## config.mk

```make
export PLATFORM = sky130hd
export DESIGN_NAME = bit_serial_adder
export DESIGN_NICKNAME = d
export VERILOG_FILES = /design/src/rtl/bit_serial_adder.sv
export SDC_FILE = /design/constraint.sdc
export NUM_CORES = 1
export LEC_CHECK = 0
export ABC_AREA = 1
export BUFFER_PORTS_ARGS = -buffer_cell sky130_fd_sc_hd__buf_2
export CAP_MARGIN = 20
export CORE_MARGIN = 3
export CORE_UTILIZATION = 49
export DETAILED_ROUTE_END_ITERATION = 10
export PLACE_DENSITY = 0.74
export SLEW_MARGIN = 20
export SYNTH_ARGS = -nofsm -noshare
export SYNTH_HDL_FRONTEND = slang
export SYNTH_HIERARCHICAL = 1
export SYNTH_SLANG_ARGS = --single-unit
```

## constraint.sdc

```tcl
create_clock -name CLK -period 1.35 [get_ports CLK]
set_clock_uncertainty 0.2 [all_clocks]
set_input_delay 0.135 -clock CLK [delete_from_list [all_inputs] [get_ports CLK]]
set_output_delay 0.135 -clock CLK [all_outputs]
set_load 0.1 [all_outputs]
```

## src/rtl/bit_serial_adder.sv

```systemverilog
// LSB-first serial adder: one FullAdder evaluation per clock, carry held in a
// register between bits, result published only when the whole word is done.

module FullAdder (
  input  logic A,
  input  logic B,
  input  logic CIN,
  output logic SUM,
  output logic CARRY
);
  assign SUM   = A ^ B ^ CIN;
  assign CARRY = (A & B) | (CIN & (A ^ B));
endmodule

module bit_serial_adder #(
  parameter int WIDTH = 8
) (
  input  logic             CLK,
  input  logic             RST,
  input  logic             START,
  input  logic [WIDTH-1:0] A,
  input  logic [WIDTH-1:0] B,
  input  logic             CIN,
  output logic             BUSY,
  output logic             DONE,
  output logic [WIDTH-1:0] SUM,
  output logic             COUT
);
  localparam int CNT_W = (WIDTH > 1) ? $clog2(WIDTH) : 1;

  typedef enum logic [1:0] {
    S_IDLE   = 2'd0,
    S_SHIFT  = 2'd1,
    S_FINISH = 2'd2
  } state_t;

  state_t             r_state;
  state_t             w_state_next;
  logic [WIDTH-1:0]   r_a_sr;
  logic [WIDTH-1:0]   r_b_sr;
  logic [WIDTH-1:0]   r_acc;
  logic [WIDTH-1:0]   r_sum;
  logic               r_carry;
  logic               r_cout;
  logic [CNT_W-1:0]   r_cnt;
  logic               w_fa_sum;
  logic               w_fa_carry;
  logic [WIDTH:0]     w_acc_cat;
  logic               w_last;

  FullAdder u_fa (
    .A     (r_a_sr[0]),
    .B     (r_b_sr[0]),
    .CIN   (r_carry),
    .SUM   (w_fa_sum),
    .CARRY (w_fa_carry)
  );

  // Taking the upper WIDTH bits of {sum_bit, acc} is a right shift that also
  // works for WIDTH=1.
  assign w_acc_cat = {w_fa_sum, r_acc};
  assign w_last    = (r_cnt == CNT_W'(WIDTH - 1));

  always_comb begin
    w_state_next = r_state;
    case (r_state)
      S_IDLE:   if (START) w_state_next = S_SHIFT;
      S_SHIFT:  if (w_last) w_state_next = S_FINISH;
      S_FINISH: w_state_next = S_IDLE;
      default:  w_state_next = S_IDLE;
    endcase
  end

  always_ff @(posedge CLK) begin
    if (RST) begin
      r_state <= S_IDLE;
      r_a_sr  <= '0;
      r_b_sr  <= '0;
      r_acc   <= '0;
      r_carry <= 1'b0;
      r_cnt   <= '0;
      r_sum   <= '0;
      r_cout  <= 1'b0;
    end else begin
      r_state <= w_state_next;
      case (r_state)
        S_IDLE: begin
          if (START) begin
            r_a_sr  <= A;
            r_b_sr  <= B;
            r_carry <= CIN;
            r_cnt   <= '0;
            r_acc   <= '0;
          end
        end
        S_SHIFT: begin
          r_a_sr  <= r_a_sr >> 1;
          r_b_sr  <= r_b_sr >> 1;
          r_acc   <= w_acc_cat[WIDTH:1];
          r_carry <= w_fa_carry;
          r_cnt   <= r_cnt + CNT_W'(1);
        end
        S_FINISH: begin
          r_sum  <= r_acc;
          r_cout <= r_carry;
        end
        default: ;
      endcase
    end
  end

  assign BUSY = (r_state != S_IDLE);
  assign DONE = (r_state == S_FINISH);
  assign SUM  = r_sum;
  assign COUT = r_cout;
endmodule

```

==> results of run 1 <==
-- cell usage in the layout (no fill, tap or decap), drive strengths merged --
cell type,n
dfxtp,39
a21oi,27
clkbuf,8
ha,2
dlygate4sd3,19
fa,1
buf,50
inv,38
nand2,85
clkinv,1
clkinvlp,1
o21ai,11
nor2,39
nand3,3
bufinv,1
-- worst min-delay path, delay by kind of cell --
family | cells | cell delay (ns)
AOI/OAI and AO/OA | 2 | 0.18
and+or+nand+nor | 1 | 0.05
buffers and inverters | 2 | 0.26
-- registers in the layout (all words and copies together) (netlist names) --
| register | flops |
|---|---|
| COUT | 1 |
| SUM | 8 |
| r_a_sr | 8 |
| r_acc | 8 |
| r_b_sr | 8 |
| r_carry | 1 |
| r_cnt | 3 |
| r_state | 2 |
-- metal layers --
layer | up-vias | global-route usage (%) | part of all wire, %
met4 | 0 | 8.55 | 1.9
li1 | 902 | - | -
met5 | - | 0 | 0
met3 | 10 | 6.15 | 4.8
met2 | 59 | 31.3 | 52
met1 | 820 | 25.5 | 41
-- what timing repair did --
| item | CTS | global route |
|---|---|---|
| hold buffers | 19 | 0 |
| endpoints found under the hold margin | 32 | 0 |
| endpoints found under the setup margin | 3 | 39 |
| buffers inserted | 3 | 2 |
| pin swaps | 3 | 17 |
| resized for setup | 4 | 73 |
| gates cloned | 0 | 3 |
-- power by group through the flow --
stage / Sequential, mW / Clock [mW] / Combinational, mW
4_1_cts: 1.23 / 0.843 / 0.391
6_report: 1.24 / 0.854 / 0.528
2_1_floorplan: 1.25 / 0 / 0.238
3_3_place_gp: 1.26 / 0 / 0.332
3_5_place_dp: 1.26 / 0 / 0.337
5_1_grt: 1.24 / 0.903 / 0.577
-- cell families after synthesis --
logic type,share of synthesized area (%)
and+or+nand+nor,28.1
buffers and inverters,13.0
DFF,44.8
AOI/OAI and AO/OA,11.5
adders and majority gates,2.58
-- per-stage QoR --
| step | setup TNS [ns] | area (µm²) |
|---|---|---|
| CTS | -0.829 | 2500 |
| global placement | 0 | 2190 |
| floorplan | -0.0348 | 1770 |
| detailed placement | -0.00799 | 2190 |
| finish | -5.79 | 2830 |
| global route | -7.57 | 2830 |
-- layout make-up --
| cell class | count | area, µm² | area share [%] |
|---|---|---|---|
| Inverter | 39 | 153 | 5.40 |
| Timing Repair Buffer | 71 | 785 | 27.8 |
| Tap cell | 46 | 57.6 | 2.04 |
| Clock buffer | 6 | 51.3 | 1.81 |
| Clock inverter | 2 | 35.0 | 1.24 |
| Sequential cell | 39 | 797 | 28.2 |
| Multi-Input combinational cell | 168 | 948 | 33.6 |
-- path summary, 6_finish.rpt --
kind	startpoint	to	cells past startpoint
setup / recovery	r_state[0]	DONE	4
hold / removal	START	r_b_sr[0]	5
setup reg to reg	r_state[0]	r_acc[1]	7
hold reg to reg	r_b_sr[7]	r_b_sr[7]	2
==> flow_metrics.tcl, run 1 <==
set metrics [dict create \
    synthDominantCellAreaShare_pct 44.8 \
    p_seq_share_pct 47.2 \
    cp_cell_sequence "buf_4 > nor2_4 > buf_6 > buf_12" \
    synth-edff-count 0 \
    final_cells 371 \
    core_um2 3390 \
    finalWorstSetupSlack_ns -0.231 \
    place_inst 336 \
    crit_required_ns 1.01 \
    grt_usage_pct 20.1 \
    slew_headroom_pct 83.7 \
    yosysTopAreaCell "dfxtp_1" \
    first_pass_iters 4 \
    ys_top_cells_by_count "84 x nand2_1, 39 x dfxtp_1, 38 x nor2_1" \
    ys_seq_area_share_pct 44.8 \
    pwr-share-comb_pct 20.2 \
    p_int_mw 1.89 \
    ioPinCount 31 \
    initial_core_util_pct 51.5 \
    area_growth_syn_to_layout_pct 62.1 \
    numCtsBuffers 5 \
    yosysWarnings 6 \
    drive_gt1_share_pct 38.5 \
    synth.most_common_cell "nand2_1" \
    outcome "finished with violations" \
    cp_max_fo 3 \
    slew_violations 0 \
    grt_max_degree 26 \
    period_minus_slack_ns 1.58 \
    finalCritPeriodShare_pct 117 \
    clkPwrFrac_pct 32.6 \
    crit_buf_inv 3 \
    grt_pass1_vias 1473 \
    post_drt_wl_per_cell_um 13.5 \
    dpl_worst_slack_ns -0.00460 \
    ys_types 18 \
    startpoint_type "flop" \
    die_w_um 65.7 \
    drc 0 \
    num_vias 1791 \
    cts.clk_slew.worst_paths_ns 0.11 \
    vdd_drop_max_uv 683 \
    antenna_found_initial 0 \
    crit_family "buffers and inverters" \
    cts_tree "done" \
    postLayoutCoreUtil_pct 83.4 \
    ys_ff_latch 39 \
    end_kind "output pin" \
    overflow 0 \
    power.density_nw_per_um2 926 \
    worst_pin_slew_ns 0.245 \
    criticalPathCategory "reg -> out" \
    final_antenna_net_count 0 \
    swShare_pct 27.9 \
    power_leakage_nw 1.40 \
    power_mw 2.62 \
    htree_levels 2 \
    cts_sinks 39 \
    fin_nets 347 \
    setup_violations 32 \
    rsz0062_at_grt "true" \
    p_sw_uw 730 \
    async_reset_ff_share_pct 0 \
    crit_slowest_cell "dfxtp_4" \
    io_buffers 30 \
    postSynthCellCount 258 \
    fmax_mhz 633 \
    die_y_um 65.7 \
    min-delay-path-class "in -> reg" \
    insertedDiodeCount 0 \
    dp_hpwl_mm 2.32 \
    r2r_slack_ns -0.23 \
    synthFlopType "dfxtp_1" \
    cts-root-buf "clkbuf_4" \
    violations "negative setup slack" \
    synth_area_leaders "dfxtp_1 45%, nand2_1 18%, nor2_1 8.2%" \
    routed_via_density 4.83 \
    drtIter0Drc 179 \
    hold_viol 0 \
    slowest_delay_ns 0.38 \
    fin_hold_ws_ns 0.106 \
    synth_nets 281 \
    fill_cells 188 \
    drv_cap 0 \
    gp_congestion 0.740 \
    clockBufferDepth 2 \
    syn_area_um2 1740 \
    cp.arrival_ns 1.25 \
    die-area_um2 4310 \
    grt_pass1_wl_mm 6.47 \
    drt_wl_total_mm 5.03 \
    avgSynthCellArea_um2 6.76 \
    clk_latency_ns 0.37 \
    rows 21 \
]
No activity file was read; power rests on OpenSTA's default activity.
==> inputs of run 2 (changes only) <==
- SETUP_SLACK_MARGIN: default -> 0.1
==> run 2 against run 1 <==
Effect of this change: the run still ends with negative setup slack left; fmax grew 1.5%; register-to-register slack improved by 0.05 ns; utilization down 5.1 points; combinational power decreased by 9.5%; die area is the same; final cell count is 0.27% higher; setup slack better by 0.024 ns; clock power fell by 30%; sequential power about the same; cell area down 6.1%; count of clock-buffer cells in the layout did not move; largest cell class is now buffers.
==> flow_metrics.tcl, run 2 (synthesized netlist as in run 1, its figures left out) <==
set metrics [dict create \
    clockBufferDepth 2 \
    swShare_pct 28.6 \
    cp.arrival_ns 1.22 \
    mostFrequentLayoutCells "84 x nand2_1, 36 x nor2_1, 35 x inv_1" \
    p_int_mw 1.65 \
    r2r_slack_ns -0.18 \
    violations "negative setup slack" \
    die-area_um2 4310 \
    crit_top_cell "buf_12" \
    cts_tree "done" \
    cp_max_fo 2 \
    slowest_delay_ns 0.37 \
    slew_headroom_pct 83.1 \
    cp_cell_sequence "buf_12 > nor2_4 > clkinvlp_4 > buf_12" \
    drc 0 \
    numCtsBuffers 5 \
    wl_met1_mm 2.04 \
    dr_wl_met3_um 224 \
    fin_area_um2 2650 \
    crit_slowest_cell "dfxtp_4" \
    routed_via_density 4.74 \
    cts.clk_slew.worst_paths_ns 0.12 \
    crit_required_ns 1.01 \
    worst_pin_slew_ns 0.253 \
    power_leakage_nw 1.26 \
    htree_levels 2 \
    holdCritStartpoint "START" \
    insertedDiodeCount 0 \
    grt_pass1_vias 1731 \
    final_common_cell "nand2_1" \
    vdd_drop_max_uv 792 \
    rr_startpoint "r_state[0]" \
    finalWorstSetupSlack_ns -0.207 \
    postLayoutCoreUtil_pct 78.3 \
    top_layer "met4" \
    antenna_found_initial 0 \
    drive_gt1_share_pct 28.2 \
    power_mw 2.31 \
    wl_met2_mm 2.23 \
    area_growth_syn_to_layout_pct 52.2 \
    grt_usage_pct 23.6 \
    core_um2 3390 \
    post_drt_wl_per_cell_um 12.2 \
    grt_pass1_wl_mm 7.74 \
    dpl_cell_area_um2 2170 \
    power.density_nw_per_um2 870 \
    dp_hpwl_mm 2.50 \
    min-delay-path-class "in -> reg" \
    clk_latency_ns 0.35 \
    io_buffers 30 \
    rsz0062_at_grt "true" \
    pwr-share-comb_pct 20.7 \
    final_antenna_net_count 0 \
    hold-path-cell-count 5 \
    slew_violations 0 \
    cts_sinks 39 \
    overflow 0 \
    grt_max_degree 16 \
    die_w_um 65.7 \
    p_seq_share_pct 53.3 \
    hold_path_end "r_a_sr[6]" \
    fin_nets 348 \
    reg2reg_depth 7 \
    drt_wl_total_mm 4.55 \
    finalCritPeriodShare_pct 115 \
    p_sw_uw 661 \
    ioPinCount 31 \
    first_pass_iters 4 \
    num_vias 1762 \
    period_minus_slack_ns 1.56 \
    end_kind "output pin" \
    drtIter0Drc 95 \
    hold_viol 0 \
    r2r-end "r_a_sr[7]" \
    criticalPathCategory "reg -> out" \
    fmax_mhz 642 \
    drv_cap 0 \
    cts-root-buf "clkbuf_4" \
    clkPwrFrac_pct 25.9 \
    startpoint_type "flop" \
    setup_violations 34 \
    initial_core_util_pct 51.5 \
    die_y_um 65.7 \
    dpl_worst_slack_ns 0.0368 \
    rows 21 \
    outcome "finished with violations" \
    gp_congestion 0.742 \
]
## run 2: critical path: cells and delay by family (launching register included)
| kind | cells | cell delay (ns) |
|---|---|---|
| buffers and inverters | 3 | 0.39 |
| DFF | 1 | 0.37 |
| and+or+nand+nor | 1 | 0.10 |
## run 2: metrics by stage
step / hold WS (ns) / TNS (ns) / cells
after global routing: 0.164 / -6.88 / 372
after CTS: 0.104 / -3.46 / 372
after global placement: 0.215 / 0 / 333
after detailed placement: 0.235 / 0 / 333
final: 0.149 / -4.58 / 372
after floorplan: 0.00407 / -0.00717 / 258
## run 2: timing repair
item	in CTS	in global routing
endpoints found under the hold margin	33	0
endpoints found under the setup margin	29	50
pin swaps	4	1
gates cloned	3	0
buffers inserted	9	0
hold buffers	19	0
gates resized for setup	12	14
## run 2: layout make-up
class | count | area [µm²]
flip-flops and latches | 39 | 800
multi-input cells | 168 | 790
fillers | 219 | 736
well taps | 46 | 57.6
repair buffers | 72 | 803
clock inverters | 2 | 12.5
clock buffers | 6 | 41.3
inverters | 39 | 150
## run 2: per-layer routing
| layer | up-vias | track usage [%] |
|---|---|---|
| li1 | 910 | - |
| met1 | 792 | 29.3 |
| met2 | 52 | 39.5 |
| met3 | 8 | 5.81 |
| met4 | 0 | 8.29 |
| met5 | - | 0 |
## run 2: how the worst max path moves through the flow
stage | from | end | slack (ns) | cells past startpoint
after global placement | r_state[1] | r_a_sr[1] | 0.04 | 6
after floorplan | r_state[0] | BUSY | -0.007 | 3
final | r_state[0] | BUSY | -0.21 | 4
after detailed placement | r_state[0] | r_b_sr[1] | 0.04 | 5
after global routing | r_state[0] | BUSY | -0.27 | 4
after CTS | r_state[0] | BUSY | -0.21 | 4
## run 2: power by group through the flow
stage,Combinational [mW],Sequential (mW),Clock (mW)
after CTS,0.459,1.23,0.602
after global placement,0.326,1.26,0
after detailed placement,0.331,1.26,0
after floorplan,0.241,1.25,0
final,0.478,1.23,0.599
after global routing,0.531,1.24,0.667
==> inputs of run 3 (changes only) <==
- REMOVE_ABC_BUFFERS: default -> 1
==> run 3 against run 2 <==
Effect of this change: the run still ends with negative setup slack left; first-iteration DRC count up 130%; combinational power up 25%; utilization up 6.0 points; clock power about the same; largest cell class unchanged; die area unchanged; cell area up 7.7%; sequential share of layout area down 2.3 points; wire length up 21%; critical path type unchanged.
==> flow_metrics.tcl, run 3 (synthesized netlist as in run 1, its figures left out) <==
set metrics [dict create \
    p_seq_share_pct 50.9 \
    finalWorstSetupSlack_ns -0.242 \
    multi_input_area_um2 880 \
    grt_pass1_vias 1723 \
    min-delay-path-class "in -> reg" \
    drv_cap 0 \
    numCtsBuffers 5 \
    clockBufferDepth 2 \
    vdd_drop_max_uv 671 \
    setup_violations 32 \
    fin_area_um2 2860 \
    drc 0 \
    die_y_um 65.7 \
    critPathCapture "DONE" \
    swShare_pct 30.1 \
    slew_violations 0 \
    power.density_nw_per_um2 851 \
    hold_viol 0 \
    pwr-share-comb_pct 24.5 \
    die-area_um2 4310 \
    num_vias 1880 \
    post_drt_wl_per_cell_um 14.6 \
    fin_nets 353 \
    final_antenna_net_count 0 \
    clkPwrFrac_pct 24.6 \
    startpoint_type "flop" \
    cts_tree "done" \
    cts-root-buf "clkbuf_4" \
    fin_setup_tns_ns -5.92 \
    drtIter0Drc 214 \
    die_w_um 65.7 \
    grt_usage_pct 23.8 \
    mostFrequentLayoutCells "65 x nand2_1, 37 x nor2_1, 35 x inv_1" \
    rows 21 \
    r2r_slack_ns -0.24 \
    power_leakage_nw 1.37 \
    p_sw_uw 731 \
    final_common_cell "nand2_1" \
    dp_hpwl_mm 2.33 \
    period_minus_slack_ns 1.59 \
    outcome "finished with violations" \
    fill_cells 168 \
    cp_max_fo 4 \
    timing.critical_path.from "r_state[0]" \
    cp.arrival_ns 1.26 \
    cts.clk_slew.worst_paths_ns 0.12 \
    grt_max_degree 21 \
    dpl_cell_area_um2 2180 \
    reg2reg_depth 8 \
    gp_congestion 0.761 \
    io_buffers 30 \
    end_kind "output pin" \
    fmax_mhz 628 \
    p_int_mw 1.70 \
    drive_gt1_share_pct 35.3 \
    crit_required_ns 1.01 \
    criticalPathCategory "reg -> out" \
    grt_pass1_wl_mm 7.85 \
    first_pass_iters 4 \
    ioPinCount 31 \
    core_um2 3390 \
    violations "negative setup slack" \
    antenna_found_initial 0 \
    cts_sinks 39 \
    routed_via_density 4.99 \
    initial_core_util_pct 51.5 \
    overflow 0 \
    rr_startpoint "r_state[0]" \
    r2r-end "r_a_sr[1]" \
    ff_latch_area_um2 796 \
    slew_headroom_pct 84.6 \
    area_growth_syn_to_layout_pct 63.8 \
    drt_wl_total_mm 5.52 \
    finalCritPeriodShare_pct 118 \
    htree_levels 2 \
    insertedDiodeCount 0 \
    worst_pin_slew_ns 0.231 \
    rsz0062_at_grt "true" \
    clk_latency_ns 0.36 \
]
-- run 3: cell types whose count changed in the layout (fill, tap and decap cells not counted), sizes merged --
cell and delta:
clkinvlp -1, inv +1, bufbuf -1, buf +3, clkbuf +3
-- run 3: final cells by class --
type                            instances  area share, %
Timing Repair Buffer                   77           32.1
Clock inverter                          2          0.438
Inverter                               39           5.39
Sequential cell                        39           27.8
Multi-Input combinational cell        168           30.8
Clock buffer                            6           1.44
Tap cell                               46           2.01
-- run 3: worst max-delay path, cell delays in order (launching register included) --
cell and delay, ns:
dfxtp_2 0.36, buf_12 0.13, nor2_4 0.13, buf_12 0.12
buf_12 0.16
-- run 3: what timing repair did --
item                                    CTS  global route
buffers inserted                          8             2
endpoints found under the setup margin   40            49
hold endpoints to repair                 31             0
pin swaps                                 7            17
hold buffers                             19             0
resized for setup                        37            31
gates cloned                              3             4
-- run 3: metal layers --
metal,wire length (µm),track usage [%]
met1,2110,28.2
met2,2900,40.6
met3,337,6.15
met4,174,9.59
met5,0,0
-- run 3: how the worst min path moves through the flow --
stage	start	end	slack (ns)	cells after the start
floorplan	RST	r_a_sr[7]	0.004	1
global placement	A[7]	r_a_sr[7]	0.21	3
detailed placement	A[7]	r_a_sr[7]	0.21	3
CTS	START	r_state[0]	0.15	4
global route	START	r_acc[2]	0.15	6
finish	START	r_a_sr[7]	0.15	6
-- run 3: through the flow --
| stage | cells | hold slack (ns) | setup slack, ns | power, mW | util, % |
|---|---|---|---|---|---|
| 6_report | 377 | 0.151 | -0.242 | 2.43 | 84.3 |
| 4_1_cts | 371 | 0.147 | -0.215 | 2.31 | 78.7 |
| 3_5_place_dp | 333 | 0.211 | 0.0128 | 1.60 | 64.4 |
| 5_1_grt | 377 | 0.152 | -0.269 | 2.53 | 84.3 |
| 3_3_place_gp | 333 | 0.213 | 0.0354 | 1.59 | 64.4 |
| 2_1_floorplan | 246 | 0.00407 | -0.530 | 1.46 | - |
-- run 3: power groups by stage --
stage                     Clock [mW]  Combinational (mW)  Sequential, mW
after global routing           0.642               0.643            1.24
after detailed placement           0               0.347            1.25
after global placement             0               0.341            1.25
final                          0.598               0.596            1.24
after CTS                      0.604               0.480            1.23
after floorplan                    0               0.199            1.26
